### src/rtl/calc_sequencer_if.sv
// ----------------------------------------------------------------------------
// calc_sequencer_if
//   Groups the three buses of the calculator sequencer into one bundle:
//     cmd_*  : command stream into the sequencer (valid/ready, 11-bit payload)
//     rsp_*  : result stream out of the sequencer (valid/ready, 4-bit result)
//     calc_* : drive/read port of the external 4-register calculator
//   Modports:
//     slave  : the sequencer side (accepts commands, drives the calculator)
//     master : the environment side (issues commands, models the calculator)
// ----------------------------------------------------------------------------
interface calc_sequencer_if;
  logic        cmd_valid;
  logic        cmd_ready;
  logic [10:0] cmd_data;

  logic        rsp_valid;
  logic        rsp_ready;
  logic [3:0]  rsp_data;

  logic        calc_clk;
  logic [1:0]  calc_rd_addr;
  logic [1:0]  calc_we_addr;
  logic [2:0]  calc_control;
  logic [3:0]  calc_imm;
  logic [3:0]  calc_rd_data;

  modport slave (
    input  cmd_valid, cmd_data, rsp_ready, calc_rd_data,
    output cmd_ready, rsp_valid, rsp_data,
    output calc_clk, calc_rd_addr, calc_we_addr, calc_control, calc_imm
  );

  modport master (
    output cmd_valid, cmd_data, rsp_ready, calc_rd_data,
    input  cmd_ready, rsp_valid, rsp_data,
    input  calc_clk, calc_rd_addr, calc_we_addr, calc_control, calc_imm
  );
endinterface

### src/rtl/calc_sequencer.sv
// ----------------------------------------------------------------------------
// calc_sequencer
//   Queues calculator commands and plays each one out to an external
//   calculator as a single clean calc_clk pulse, then reads back the written
//   register and returns it on the response stream.
//
//   Per command: DRIVE (pop + latch fields) -> PULSE (calc_clk high)
//   -> COMMIT (calc_clk low, calculator writes) -> READ (read back we_addr)
//   -> RESP (hold result until rsp_ready).
//
//   Ports:
//     clk      : single clock, all state on posedge
//     rst_n    : asynchronous active-low reset
//     bus      : calc_sequencer_if.slave (cmd_*, rsp_*, calc_* signals)
//     busy     : FSM not IDLE or queue not empty
//     ops_done : count of completed responses, wraps at 255
//   Parameter:
//     FIFO_DEPTH : command queue depth, 2/4/8/16
// ----------------------------------------------------------------------------
module calc_sequencer #(
  parameter int FIFO_DEPTH = 4
) (
  input  logic                  clk,
  input  logic                  rst_n,
  calc_sequencer_if.slave       bus,
  output logic                  busy,
  output logic [7:0]            ops_done
);

  localparam int PTR_W = $clog2(FIFO_DEPTH);
  localparam int CNT_W = PTR_W + 1;

  typedef struct packed {
    logic [1:0] rd_addr;
    logic [1:0] we_addr;
    logic [2:0] control;
    logic [3:0] imm;
  } cmd_t;

  typedef enum logic [2:0] {
    IDLE, DRIVE, PULSE, COMMIT, READ, RESP
  } state_t;

  state_t           state, state_next;
  cmd_t             mem [FIFO_DEPTH];
  cmd_t             head;
  logic [PTR_W-1:0] wr_ptr, rd_ptr;
  logic [CNT_W-1:0] count, count_next;
  logic             push, pop, rsp_fire;

  logic             cmd_ready_q, rsp_valid_q, calc_clk_q;
  logic [3:0]       rsp_data_q;
  logic [1:0]       calc_rd_addr_q, calc_we_addr_q;
  logic [2:0]       calc_control_q;
  logic [3:0]       calc_imm_q;

  // cmd_ready is registered and already 0 when full, so a push can never
  // land on a full queue, even in a cycle that also pops.
  assign push     = bus.cmd_valid && cmd_ready_q;
  assign rsp_fire = (state == RESP) && bus.rsp_ready;
  // The queue is popped exactly on entry to DRIVE (DRIVE lasts one cycle).
  assign pop      = (state_next == DRIVE);
  assign head     = mem[rd_ptr];

  assign count_next = count + CNT_W'(push) - CNT_W'(pop);

  // NOTE: queue storage has no reset; the pointers and count decide which
  // entries are valid, so clearing the array would only cost reset fan-out.
  always_ff @(posedge clk) begin
    if (push) mem[wr_ptr] <= bus.cmd_data;
  end

  always_ff @(posedge clk or negedge rst_n) begin
    if (!rst_n) state <= IDLE;
    else        state <= state_next;
  end

  // NOTE: every output of this block gets a default before the case, so no
  // path through it leaves state_next unassigned and no latch is inferred.
  always_comb begin
    state_next = state;
    case (state)
      IDLE:    if (count != '0) state_next = DRIVE;
      DRIVE:   state_next = PULSE;
      PULSE:   state_next = COMMIT;
      COMMIT:  state_next = READ;
      READ:    state_next = RESP;
      RESP:    if (bus.rsp_ready) state_next = (count != '0) ? DRIVE : IDLE;
      default: state_next = IDLE;
    endcase
  end

  // All outputs are flops decoded from state_next, so calc_clk and the
  // handshake signals change only on clk and never glitch.
  // NOTE: sequential state uses non-blocking assignments so every flop
  // samples pre-edge values regardless of statement order.
  always_ff @(posedge clk or negedge rst_n) begin
    if (!rst_n) begin
      wr_ptr         <= '0;
      rd_ptr         <= '0;
      count          <= '0;
      cmd_ready_q    <= 1'b0;
      rsp_valid_q    <= 1'b0;
      rsp_data_q     <= '0;
      calc_clk_q     <= 1'b0;
      calc_rd_addr_q <= '0;
      calc_we_addr_q <= '0;
      calc_control_q <= '0;
      calc_imm_q     <= '0;
      ops_done       <= '0;
    end else begin
      if (push) wr_ptr <= wr_ptr + PTR_W'(1);
      if (pop)  rd_ptr <= rd_ptr + PTR_W'(1);
      count       <= count_next;
      cmd_ready_q <= (count_next != CNT_W'(FIFO_DEPTH));
      calc_clk_q  <= (state_next == PULSE);
      rsp_valid_q <= (state_next == RESP);

      if (pop) begin
        calc_rd_addr_q <= head.rd_addr;
        calc_we_addr_q <= head.we_addr;
        calc_control_q <= head.control;
        calc_imm_q     <= head.imm;
      end else if (state_next == READ) begin
        // Read back the register just written; the write already happened
        // on the calc_clk falling edge at the start of COMMIT.
        calc_rd_addr_q <= calc_we_addr_q;
      end

      if (state == READ) rsp_data_q <= bus.calc_rd_data;
      if (rsp_fire)      ops_done   <= ops_done + 8'd1;
    end
  end

  assign busy             = (state != IDLE) || (count != '0);
  assign bus.cmd_ready    = cmd_ready_q;
  assign bus.rsp_valid    = rsp_valid_q;
  assign bus.rsp_data     = rsp_data_q;
  assign bus.calc_clk     = calc_clk_q;
  assign bus.calc_rd_addr = calc_rd_addr_q;
  assign bus.calc_we_addr = calc_we_addr_q;
  assign bus.calc_control = calc_control_q;
  assign bus.calc_imm     = calc_imm_q;

endmodule

### src/flat_wrapper.sv
// flat-port wrapper written by rule: the top's interface ports become plain ports
module calc_sequencer_flat 
#(
  parameter int FIFO_DEPTH = 4
)
  (clk, rst_n, busy, ops_done, bus_cmd_valid, bus_cmd_data, bus_rsp_ready, bus_calc_rd_data, bus_cmd_ready, bus_rsp_valid, bus_rsp_data, bus_calc_clk, bus_calc_rd_addr, bus_calc_we_addr, bus_calc_control, bus_calc_imm);
  calc_sequencer_if bus_i ();
  input  logic clk;
  input  logic rst_n;
  output logic busy;
  output logic [7:0] ops_done;
  input wire logic [$bits(bus_i.cmd_valid)-1:0] bus_cmd_valid;
  input wire logic [$bits(bus_i.cmd_data)-1:0] bus_cmd_data;
  input wire logic [$bits(bus_i.rsp_ready)-1:0] bus_rsp_ready;
  input wire logic [$bits(bus_i.calc_rd_data)-1:0] bus_calc_rd_data;
  output wire logic [$bits(bus_i.cmd_ready)-1:0] bus_cmd_ready;
  output wire logic [$bits(bus_i.rsp_valid)-1:0] bus_rsp_valid;
  output wire logic [$bits(bus_i.rsp_data)-1:0] bus_rsp_data;
  output wire logic [$bits(bus_i.calc_clk)-1:0] bus_calc_clk;
  output wire logic [$bits(bus_i.calc_rd_addr)-1:0] bus_calc_rd_addr;
  output wire logic [$bits(bus_i.calc_we_addr)-1:0] bus_calc_we_addr;
  output wire logic [$bits(bus_i.calc_control)-1:0] bus_calc_control;
  output wire logic [$bits(bus_i.calc_imm)-1:0] bus_calc_imm;
  assign bus_i.cmd_valid = bus_cmd_valid;
  assign bus_i.cmd_data = bus_cmd_data;
  assign bus_i.rsp_ready = bus_rsp_ready;
  assign bus_i.calc_rd_data = bus_calc_rd_data;
  assign bus_cmd_ready = bus_i.cmd_ready;
  assign bus_rsp_valid = bus_i.rsp_valid;
  assign bus_rsp_data = bus_i.rsp_data;
  assign bus_calc_clk = bus_i.calc_clk;
  assign bus_calc_rd_addr = bus_i.calc_rd_addr;
  assign bus_calc_we_addr = bus_i.calc_we_addr;
  assign bus_calc_control = bus_i.calc_control;
  assign bus_calc_imm = bus_i.calc_imm;
  calc_sequencer #(.FIFO_DEPTH(FIFO_DEPTH)) u_core (.clk(clk), .rst_n(rst_n), .bus(bus_i), .busy(busy), .ops_done(ops_done));
endmodule
### config.mk
export PLATFORM = sky130hd
export DESIGN_NAME = calc_sequencer_flat
export DESIGN_NICKNAME = d
export VERILOG_FILES = /design/src/rtl/calc_sequencer_if.sv /design/src/rtl/calc_sequencer.sv /design/src/flat_wrapper.sv
export SDC_FILE = /design/constraint.sdc
export NUM_CORES = 1
export LEC_CHECK = 0
export CORE_UTILIZATION = 58
export DETAILED_ROUTE_END_ITERATION = 8
export PLACE_DENSITY = 0.84
export SYNTH_ARGS = -nofsm -noshare
export SYNTH_HDL_FRONTEND = slang
export SYNTH_SLANG_ARGS = --single-unit
### constraint.sdc
create_clock -name clk -period 4.59 [get_ports clk]
set_clock_uncertainty 0.05 [all_clocks]
set_input_delay 1.377 -clock clk [delete_from_list [all_inputs] [get_ports clk]]
set_output_delay 1.377 -clock clk [all_outputs]
set_load 0.005 [all_outputs]
==> flow_summary.toml <==
[status]
status = "finished, final reports clean"

[clocking]
cts_buffers = 9
clockBufferDepth = 2
htreeDepth = 3
numClockSinks = 80
insertion_delay_ps = 340
path_clk_slew_ps = 80
holdBufCountCts = 0
cts-root-buf = "clkbuf_8"
cts_resized = 0
cts_tree = "built"
cts_setup_buffers = 0

[job]
drv_cap = 0

[layout]
design_area_um2 = 3930
syn2layout_area_growth_pct = 22.7
n_antenna_cell = 0
fin_nets = 260
drive_gt1_share_pct = 19.3

[place]
io_buffers = 45
dp_hpwl_um = 3340
dpl_cell_area_um2 = 3710
gp_congestion = 0.772

[yosys]
synth_cells = 182
ys.flop_type = "edfxtp_1"
synthTopCellsByCount = "edfxtp_1, dfrtp_1, mux2_2, mux4_2, xnor2_1"
netlist_area_um2 = 3200
synth_edf_count = 44
ys_ff_latch = 80
synth_area_leaders = "edfxtp_1, dfrtp_1, mux4_2"
yosys.cell_count.top_type = "edfxtp_1"
ys_seq_area_share_pct = 69.4
syn_area_per_cell_um2 = 17.6
synth_top_cell_by_area = "edfxtp_1"
async_flop_share_pct = 45.0
yosysWarnings = 0
synth.distinct_cells = 36
yosysTopAreaCellShare_pct = 41.3
syn-num-nets = 209

[worst_setup_path]
setup.worst_path.start_class = "flop"
cp.required_ps = 3160
criticalPathCategory = "flop to primary output"
cp.arrival_ps = 1980
end_kind = "primary output"
cp_max_fo = 3

[floorplan]
die_x_um = 76.3
core_um2 = 5200
initial_core_util_pct = 61.5
fp-row-count = 26
pin_count = 46
die_h_um = 76.3
die_area_um2 = 5820

[timing]
fin_crit_ps = 3400
worst_slew_pin_slew_ps = 787
rsz0062_at_grt = "no"
finalCritPeriodShare_pct = 74.2
fin_tns_setup_ps = 0
fmax_mhz = 294
slew_violations = 0
setup_viol = 0
hold_violations = 0
relSlewSlack_pct = 47.5

[detailed_routing]
antenna_left = 0
drtIter0Drc = 64
via_per_inst = 5.39
drc = 0
dr.pass1.iters = 4
routedWlPerCell_um = 16.0
num_vias = 1660
wl_um = 4930

[pwr]
leakage_nw = 1.51
peakVddDrop_mv = 0.356
power_density_nw_per_um2 = 648

[global_route]
grt.total_usage_pct = 19.6
grt_start_max_net_pins = 37
grt_pass1_vias = 1712
grt_pass1_wl_um = 8340
gr-total-overflow = 0
antenna_found_initial = 0

[hold_path]
worst_hold_path_type = "flop to flop"
cells by family (layout without fill, tap and decap cells):
kind of cell	Yosys count	in the layout	synth area share, %
simple gates	34	34	5.94
xor+xnor	13	13	3.79
flops	80	80	69.4
compound gates	6	6	1.52
fa+ha+maj	8	8	3.36
mux	27	27	13.6
buf+inv	14	70	2.31
final cells by class:
cell class | instances | area, µm²
fillers | 325 | 1280
clock buffers | 11 | 141
multi-input cells | 88 | 905
well taps | 70 | 87.6
clock inverters | 5 | 80.1
inverters | 7 | 26.3
repair buffers | 47 | 465
flip-flops and latches | 80 | 2220
layout by cell type (no fill, tap or decap):
master / n
nand2b_1: 2
bufinv_16: 2
or3_1: 1
dfrtp_1: 36
inv_1: 7
and4b_1: 1
o21ai_0: 3
nand3b_1: 1
a211oi_4: 1
mux2i_1: 2
a221oi_1: 1
nor3b_1: 1
and4_1: 1
clkinv_2: 1
or4_1: 1
nand2_1: 8
a21oi_1: 1
nand4_1: 2
fa_1: 1
nor3_1: 2
edfxtp_1: 44
clkinvlp_4: 2
xor2_1: 2
clkbuf_8: 10
nand3_1: 4
buf_4: 2
xnor2_1: 10
ha_1: 7
nor2_1: 3
clkbuf_1: 1
clkdlybuf4s50_1: 45
xnor2_2: 1
or2_4: 1
and3_1: 5
nand2_2: 1
mux4_2: 11
mux2_4: 3
mux2_2: 11
path summary, 6_finish.rpt:
path	start	endpoint	slack (ps)	cells past startpoint
setup / recovery	u_core.count[1]	busy	1190	3
hold / removal	u_core.ops_done[7]	u_core.ops_done[7]	440	1
setup reg to reg	u_core.state[0]	u_core.bus.cmd_ready	2250	9
hold reg to reg	u_core.ops_done[7]	u_core.ops_done[7]	440	1
max in group asynchronous	rst_n	u_core.bus.calc_imm[2]	2780	2
min in group asynchronous	rst_n	u_core.state[0]	1400	2
sequential cells by signal, summed over array words and instances (netlist names):
signal                   count
u_core.bus.calc_clk          1
u_core.bus.rsp_valid         1
u_core.mem                  44
u_core.bus.cmd_ready         1
u_core.bus.rsp_data          4
u_core.state                 3
u_core.wr_ptr                2
u_core.bus.calc_we_addr      2
u_core.bus.calc_control      3
u_core.count                 3
u_core.ops_done              8
u_core.rd_ptr                2
u_core.bus.calc_rd_addr      2
u_core.bus.calc_imm          4
metrics by stage:
stage	power (mW)	util (%)	cells	setup slack (ps)	hold WS [ps]
2_1_floorplan	1.69	-	182	1310	418
3_3_place_gp	1.98	71.2	292	1020	412
3_5_place_dp	2.02	71.2	292	956	430
4_1_cts	2.57	75.5	308	1170	445
5_1_grt	2.70	75.5	308	1130	471
6_report	2.55	75.5	308	1190	437
where the power goes:
part	switching (mW)	internal, mW	total, mW	leakage, nW
Clock	0.239	0.320	0.559	0.106
Sequential	0.191	0.983	1.17	0.842
Combinational	0.304	0.510	0.814	0.560
Total	0.733	1.81	2.55	1.51
critical path, cell delays in order, from the launching register on:
cell and delay (ps):
dfrtp_1 390, or3_1 390, or4_1 400, clkdlybuf4s50_1 460
routing by layer:
layer / track usage, % / wire (µm) / vias to the layer above
met5: 0 / 0 / -
met4: 9.81 / 101 / 0
met3: 4.31 / 185 / 10
met2: 30.5 / 2450 / 44
met1: 26.5 / 2190 / 826
li1: - / - / 780
Note: power is estimated with default switching activity, not from simulation.
